$ cat config.mk
export PLATFORM = sky130hd
export DESIGN_NAME = i_type_sequencer
export DESIGN_NICKNAME = d
export VERILOG_FILES = /design/src/rtl/i_type_sequencer.sv
export SDC_FILE = /design/constraint.sdc
export NUM_CORES = 1
export LEC_CHECK = 0
export ABC_AREA = 1
export CORE_MARGIN = 2
export CORE_UTILIZATION = 40
export DETAILED_ROUTE_END_ITERATION = 10
export GPL_TIMING_DRIVEN = 0
export PLACE_DENSITY = 0.72
export REMOVE_ABC_BUFFERS = 1
export SETUP_SLACK_MARGIN = 0.3
export SLEW_MARGIN = 20
export SYNTH_ARGS = -nofsm -noshare
export SYNTH_HDL_FRONTEND = slang
export SYNTH_SLANG_ARGS = --single-unit
$ cat constraint.sdc
create_clock -name clk -period 2.2 [get_ports clk]
set_input_delay 0.44 -clock clk [delete_from_list [all_inputs] [get_ports clk]]
set_output_delay 0.44 -clock clk [all_outputs]
set_load 0.02 [all_outputs]
$ cat src/rtl/i_type_sequencer.sv
// i_type_sequencer: multi-cycle control FSM for the I-type datapath.
// Sequences FETCH -> DECODE -> EXECUTE -> (MEM) -> WB, handles the imem/dmem
// handshakes, traps illegal instructions and ack timeouts, counts retirements.
module i_type_sequencer #(
    parameter int unsigned TIMEOUT_CYCLES = 15,
    parameter int unsigned CNT_W          = 32
) (
    input  logic             clk,
    input  logic             rst_n,
    input  logic [31:0]      ir,
    input  logic             imem_ack,
    input  logic             dmem_ack,
    output logic             imem_req,
    output logic             dmem_req,
    output logic             dmem_rw,
    output logic             ir_we,
    output logic             pc_we,
    output logic             reg_write,
    output logic             mem_to_reg,
    output logic             alu_src,
    output logic [3:0]       alu_ctrl,
    output logic             illegal_instr,
    output logic             bus_err,
    output logic             halted,
    output logic [CNT_W-1:0] retired
);

    localparam int unsigned WAIT_W = 8;
    localparam int unsigned ALU_W  = 4;

    // Last wait-counter value before the increment would reach the limit.
    localparam logic [WAIT_W-1:0] WAIT_LAST = WAIT_W'(TIMEOUT_CYCLES - 1);

    localparam logic [6:0] OP_IMM  = 7'b0010011;
    localparam logic [6:0] OP_LOAD = 7'b0000011;

    typedef enum logic [2:0] {
        IDLE,
        FETCH,
        DECODE,
        EXECUTE,
        MEM,
        WB,
        TRAP
    } state_t;

    state_t              state_q;
    state_t              state_n;
    logic [WAIT_W-1:0]   wait_q;
    logic [WAIT_W-1:0]   wait_n;
    logic [ALU_W-1:0]    dec_alu_q;
    logic [ALU_W-1:0]    dec_alu_n;
    logic                dec_lw_q;
    logic                dec_lw_n;
    logic                illegal_n;
    logic                bus_err_n;
    logic [CNT_W-1:0]    retired_n;

    logic                imem_req_n;
    logic                dmem_req_n;
    logic                dmem_rw_n;
    logic                pc_we_n;
    logic                reg_write_n;
    logic                mem_to_reg_n;
    logic                alu_src_n;
    logic [ALU_W-1:0]    alu_ctrl_n;
    logic                halted_n;
    logic                hold_n;

    logic [6:0]          opcode;
    logic [2:0]          funct3;
    logic                dec_legal;
    logic [ALU_W-1:0]    dec_alu;
    logic                dec_lw;

    // Only opcode and funct3 take part in control decode.
    logic                unused_ir_bits;

    assign opcode         = ir[6:0];
    assign funct3         = ir[14:12];
    assign unused_ir_bits = ^{ir[31:15], ir[11:7]};

    // The one combinational output: IR load strobe follows the fetch ack.
    assign ir_we = imem_req & imem_ack;

    // Instruction decode: legality, ALU op select and load flag.
    always_comb begin
        dec_legal = 1'b0;
        dec_alu   = '0;
        dec_lw    = 1'b0;
        case (opcode)
            OP_IMM: begin
                case (funct3)
                    3'b000: begin dec_legal = 1'b1; dec_alu = 4'b0000; end
                    3'b111: begin dec_legal = 1'b1; dec_alu = 4'b0010; end
                    3'b110: begin dec_legal = 1'b1; dec_alu = 4'b0100; end
                    3'b001: begin dec_legal = 1'b1; dec_alu = 4'b1000; end
                    3'b101: begin dec_legal = 1'b1; dec_alu = 4'b0011; end
                    default: ;
                endcase
            end
            OP_LOAD: begin
                if (funct3 == 3'b010) begin
                    dec_legal = 1'b1;
                    dec_alu   = 4'b0000;
                    dec_lw    = 1'b1;
                end
            end
            default: ;
        endcase
    end

    // Next state, wait counter, sticky flags, and next values of the output registers.
    always_comb begin
        state_n   = state_q;
        wait_n    = '0;
        dec_alu_n = dec_alu_q;
        dec_lw_n  = dec_lw_q;
        illegal_n = illegal_instr;
        bus_err_n = bus_err;
        retired_n = retired;

        case (state_q)
            IDLE: begin
                state_n = FETCH;
            end
            FETCH: begin
                if (imem_ack) begin
                    state_n = DECODE;
                end else if (wait_q == WAIT_LAST) begin
                    state_n   = TRAP;
                    bus_err_n = 1'b1;
                end else begin
                    wait_n = wait_q + WAIT_W'(1);
                end
            end
            DECODE: begin
                if (dec_legal) begin
                    state_n   = EXECUTE;
                    dec_alu_n = dec_alu;
                    dec_lw_n  = dec_lw;
                end else begin
                    state_n   = TRAP;
                    illegal_n = 1'b1;
                end
            end
            EXECUTE: begin
                state_n = dec_lw_q ? MEM : WB;
            end
            MEM: begin
                if (dmem_ack) begin
                    state_n = WB;
                end else if (wait_q == WAIT_LAST) begin
                    state_n   = TRAP;
                    bus_err_n = 1'b1;
                end else begin
                    wait_n = wait_q + WAIT_W'(1);
                end
            end
            WB: begin
                state_n   = FETCH;
                retired_n = retired + CNT_W'(1);
            end
            TRAP: begin
                state_n = TRAP;
            end
            default: begin
                state_n = IDLE;
            end
        endcase

        // Outputs are registered as a pure decode of the next state.
        hold_n       = (state_n == EXECUTE) || (state_n == MEM) || (state_n == WB);
        imem_req_n   = (state_n == FETCH);
        dmem_req_n   = (state_n == MEM);
        dmem_rw_n    = (state_n == MEM);
        pc_we_n      = (state_n == WB);
        reg_write_n  = (state_n == WB);
        alu_src_n    = hold_n;
        alu_ctrl_n   = hold_n ? dec_alu_n : '0;
        mem_to_reg_n = hold_n & dec_lw_n;
        halted_n     = (state_n == TRAP);
    end

    // State, decode fields, counters and output registers with synchronous reset.
    always_ff @(posedge clk) begin
        if (!rst_n) begin
            state_q       <= IDLE;
            wait_q        <= '0;
            dec_alu_q     <= '0;
            dec_lw_q      <= 1'b0;
            illegal_instr <= 1'b0;
            bus_err       <= 1'b0;
            retired       <= '0;
            imem_req      <= 1'b0;
            dmem_req      <= 1'b0;
            dmem_rw       <= 1'b0;
            pc_we         <= 1'b0;
            reg_write     <= 1'b0;
            mem_to_reg    <= 1'b0;
            alu_src       <= 1'b0;
            alu_ctrl      <= '0;
            halted        <= 1'b0;
        end else begin
            state_q       <= state_n;
            wait_q        <= wait_n;
            dec_alu_q     <= dec_alu_n;
            dec_lw_q      <= dec_lw_n;
            illegal_instr <= illegal_n;
            bus_err       <= bus_err_n;
            retired       <= retired_n;
            imem_req      <= imem_req_n;
            dmem_req      <= dmem_req_n;
            dmem_rw       <= dmem_rw_n;
            pc_we         <= pc_we_n;
            reg_write     <= reg_write_n;
            mem_to_reg    <= mem_to_reg_n;
            alu_src       <= alu_src_n;
            alu_ctrl      <= alu_ctrl_n;
            halted        <= halted_n;
        end
    end

endmodule

# Yosys cells after proc, flatten, opt, wreduce, memory -nomap -nowiden
# Index checks and enable logic that the tools add are counted.
# word_totals
inputBits	36
out_inout_bits	47
regBits	60
elab_cells	74
# op_classes
muxes	24
reduce_logical	10
bitwise_logic	3
n_eq_ne	21
n_addsub	2
# op_table
cell	n
$add A32 B1 Y32 const B	1
$eq A3 B3 Y1 const B	9
$mux W8	3
$pmux W3 S6	1
$pmux W4 S4	1
$pmux W8 S2	1
$eq A3 B2 Y1 const B	4
$mux W3	4
$mux W4	3
$eq A3 B1 Y1 const B	3
$mux W1	9
$add A8 B1 Y8 const B	1
$eq A8 B4 Y1 const B	1
$eq A7 B2 Y1 const B	1
$eq A7 B5 Y1 const B	1
$logic_not A3 Y1	2
$reduce_or A5 Y1	1
$ne A2 B2 Y1 const B	2
$pmux W1 S2	2
$reduce_and A2 Y1	2
$reduce_and A3 Y1	1
$and A1 B1 Y1	2
$logic_or A1 B1 Y1	2
$reduce_bool A2 Y1	1
other kinds (2)	2

# Depth between registers and ports, before layout
# depth
depth_word	10
ltp_mapped	11
mapped_depth_nobuf	11

# Worst setup path after synthesis
# No wires, ideal clock.
# synth_timing
path_type	register to register
startpoint	reg retired[0]
endpoint	reg retired[22]
t_arrival_ns	1.622
n_path_buf	0
setup_time_ns	0.128
synth_period_minus_slack_ns	1.750
t_required_ns	2.072
path_slack_ns	0.450
stages_incl_launch_ff	11
path_cell_list	dfxtp_1 -> ha_1 -> nand3_1 -> nor2_1 -> nand2_2 -> nor2_4 -> nand2_2 -> nor2_4 -> nand3_1 -> nand2_1 -> nor2_1
# synth_via
elab_chain_cells	1
# synth_rtl
element	line	source
start, declared	25	output logic [CNT_W-1:0] retired
start signal, assigned	211	retired <= retired_n;
$add A32 B1 Y32	162	retired_n = retired + CNT_W'(1);
# No other way between the ends.
# A chain may end at the register's enable or synchronous reset.

# Final worst setup path
# layout_timing
startpoint	reg retired[16]
endpoint	out retired[16]
# No word-level cell between the ends.

==> results.md <==
- Status: completed
- P_leak: 0.00165 uW
- Final Hold Violating Endpoints: 0
- Avg Synthesized Cell Area: 6.56 sq um
- Ant diodes: 0
- Post-CTS setup buffer count: 0
- NumNets Final: 573
- Top Registers: retired: 32 flops, wait_q: 8 flops
- Top delay family on crit path: buffers and inverters
- FP Rows: 32
- Pre-Repair DR Iteration Count: 6
- Vias per std cell: 4.83
- Post-synth top flop: dfxtp_1
- Max incr delay on CP: 0.64 ns
- Yosys reg bits: 60
- Met1 wire length: 3180 microns
- Clock root buffer master: clkbuf_8
- Total global-route track usage: 0.176
- Initial core utilization: 0.406
- Via count: 3097
- # H-tree levels: 3
- First-pass GRT wire length: 12200 microns
- Clock Tree Buf Depth: 2
- Critical path arrival: 1.42 ns
- Max layer used: met4
- Number of global-route vias before repair: 2814
- Worst slew pin tran: 0.456 ns
- WP buf/inv: 1
- Slew headroom: 0.696
- DP Area: 3770 sq um
- Drt total wl: 7040 microns
- Final Slew Violations: 0
- Slowest stage cell, crit path: clkdlybuf4s50_1
- Crit share post-route: 0.847
- Die area: 8440 sq um
- GPL Wtd Cong: 0.899
- Post-route setup slack: 0.338 ns
- Initial antenna violation count: 0
- Worst setup SP type: register
- CTS sink cnt: 60
- Post-route minimum period: 1.86 ns
- Ys Warns: 0
- CP Data Required Time: 1.76 ns
- CP Class: register to output port
- Port buffer count: 60
- Die width: 91.9 microns
- Maximum clock rate: 0.537 GHz
- Met2 WL: 3390 microns
- Cells after synthesis: 471
- Maximum fanout along the worst path: 6
- Mapped Area: 3090 sq um
- RSZ-0062 raised after global routing: yes
- Die H: 91.9 microns
- Gr ovfl total: 0
- Setup TNS: 0 ns
- # setup viols final: 0
- EDFF count, synth: 0
- DRC violations left: 0
- Post-synth ARST share: 0
- CP Cell Sequence: clkdlybuf4s50_1
- Largest net degree at the start of global routing: 27
- Wire length per cell: 11.0 microns
- Worst VDD drop: 0.340 mV
- Io pins: 83
- Top reg by flops: retired
- Max_cap viols: 0
- Post-synthesis sequential area ratio: 0.389
- CTS buffer count: 9
- Post-DRT Antenna Nets: 0
- Synth unique cells: 37
- Hold Path Class: register to register
- Power per cell area: 620 nW/um^2
- Worst clock skew: 0.0108 ns
- Design area: 4040 sq um
- Hpwl dp: 5250 microns
- Total met3 wirelength after detailed routing: 339 microns
- Area Growth Syn to Fin: 30.9%
- CTS tree: yes
- DRT iter0 DRCs: 137
- Clk_lat worst skew: 0.34 ns
- Clk slew on worst S/H paths: 0.07 ns
- Share of cells above drive strength 1: 0.0724
- Total power: 2510 uW
- Setup slack at placement: -1.20 ns
- Fillers: 765
- Max reg flops: 32
- CP Capture Type: output port
- Post-layout util: 0.532
- Core area: 7610 sq um
-- path summary, 6_finish.rpt --
path | from | slack, ns | end | depth (start not counted)
min reg2reg | illegal_instr | 0.46 | illegal_instr | 2
max | retired[16] | 0.34 | retired[16] | 1
max reg2reg | state_q[2] | 0.48 | retired[26] | 10
min | illegal_instr | 0.46 | illegal_instr | 2
-- metal layers --
metal / GRT usage / vias to the layer above
met5: 0 / -
met4: 0.0945 / 0
li1: - / 1616
met3: 0.0353 / 10
met2: 0.296 / 86
met1: 0.211 / 1385
-- metrics by stage --
| stage | cells | hold WS (ns) |
|---|---|---|
| floorplan | 463 | 0.430 |
| global placement | 625 | 0.441 |
| detailed placement | 625 | 0.446 |
| CTS | 641 | 0.458 |
| global route | 641 | 0.497 |
| finish | 641 | 0.462 |
-- cells in the mapped netlist (2+ instances only) --
cell	number	share of area
nor2_1	85	0.10
a21boi_1	2	0.0049
nor3_1	10	0.016
o21ai_0	15	0.024
a21oi_1	24	0.039
clkbuf_1	3	0.0036
nand2_1	120	0.15
nor3b_1	2	0.0049
nand2_2	3	0.0061
dfxtp_1	60	0.39
inv_1	64	0.078
and3_1	2	0.0040
nor2_4	5	0.018
nor3_2	2	0.0065
ha_1	3	0.012
inv_2	2	0.0024
o21a_1	2	0.0049
nand4_1	8	0.016
buf_4	2	0.0049
xor2_1	5	0.014
nand3b_1	3	0.0073
nand3_1	34	0.055
-- cells in the final DEF, fill, tap and decap left out, drive strengths merged, types with 2 or more instances in the layout --
master | synthesis | final
nor2 | 90 | 90
clkbuf | 4 | 13
bufinv | 0 | 3
o21a | 2 | 2
inv | 66 | 66
and3 | 2 | 2
a21boi | 3 | 3
clkinv | 1 | 2
nor3 | 12 | 12
nand4 | 8 | 8
o21ai | 15 | 15
xor2 | 5 | 5
dfxtp | 60 | 60
a21oi | 24 | 24
dlymetal6s2s | 0 | 5
ha | 3 | 3
nand3b | 3 | 3
clkdlybuf4s50 | 0 | 52
nand2 | 124 | 124
nor3b | 2 | 2
nand3 | 36 | 36
-- kinds of logic (layout without fill, tap and decap cells) --
kind of cell | after synthesis | count (layout) | synth area share
simple gates | 278 | 278 | 0.398
buf+inv | 75 | 143 | 0.0968
flops | 60 | 60 | 0.389
compound gates | 49 | 49 | 0.0871
xor+xnor | 6 | 6 | 0.0170
fa+ha+maj | 3 | 3 | 0.0122
-- tightest hold or removal path: cells and delay by family, from the launching register on --
kind | cells | cell delay, ns
flops | 1 | 0.31
buf+inv | 1 | 0.05
compound gates | 1 | 0.05
-- where the power goes --
part,total (uW),internal [uW],leakage [uW],switching (uW)
combinational,152,62.1,0.00104,89.9
clock,1240,813,0.000127,430
sequential,1110,1100,0.000485,13.1
total,2510,1970,0.00165,533
-- cell type report --
| class | instances | area [sq um] | area share |
|---|---|---|---|
| timing repair buffer | 60 | 602 | 0.149 |
| clock buffer | 12 | 155 | 0.0384 |
| multi-input combinational | 336 | 1600 | 0.396 |
| inverter | 67 | 259 | 0.0640 |
| sequential | 60 | 1200 | 0.298 |
| clock inverter | 4 | 95.1 | 0.0235 |
| tap | 102 | 128 | 0.0316 |
-- timing repair --
item / 4_1_cts / 5_1_grt
setup endpoints to repair: 35 / 14
pin swaps: 0 / 1
resized for setup: 7 / 16
hold buffers: 0 / 0
Power figures use the tool's default switching activity.
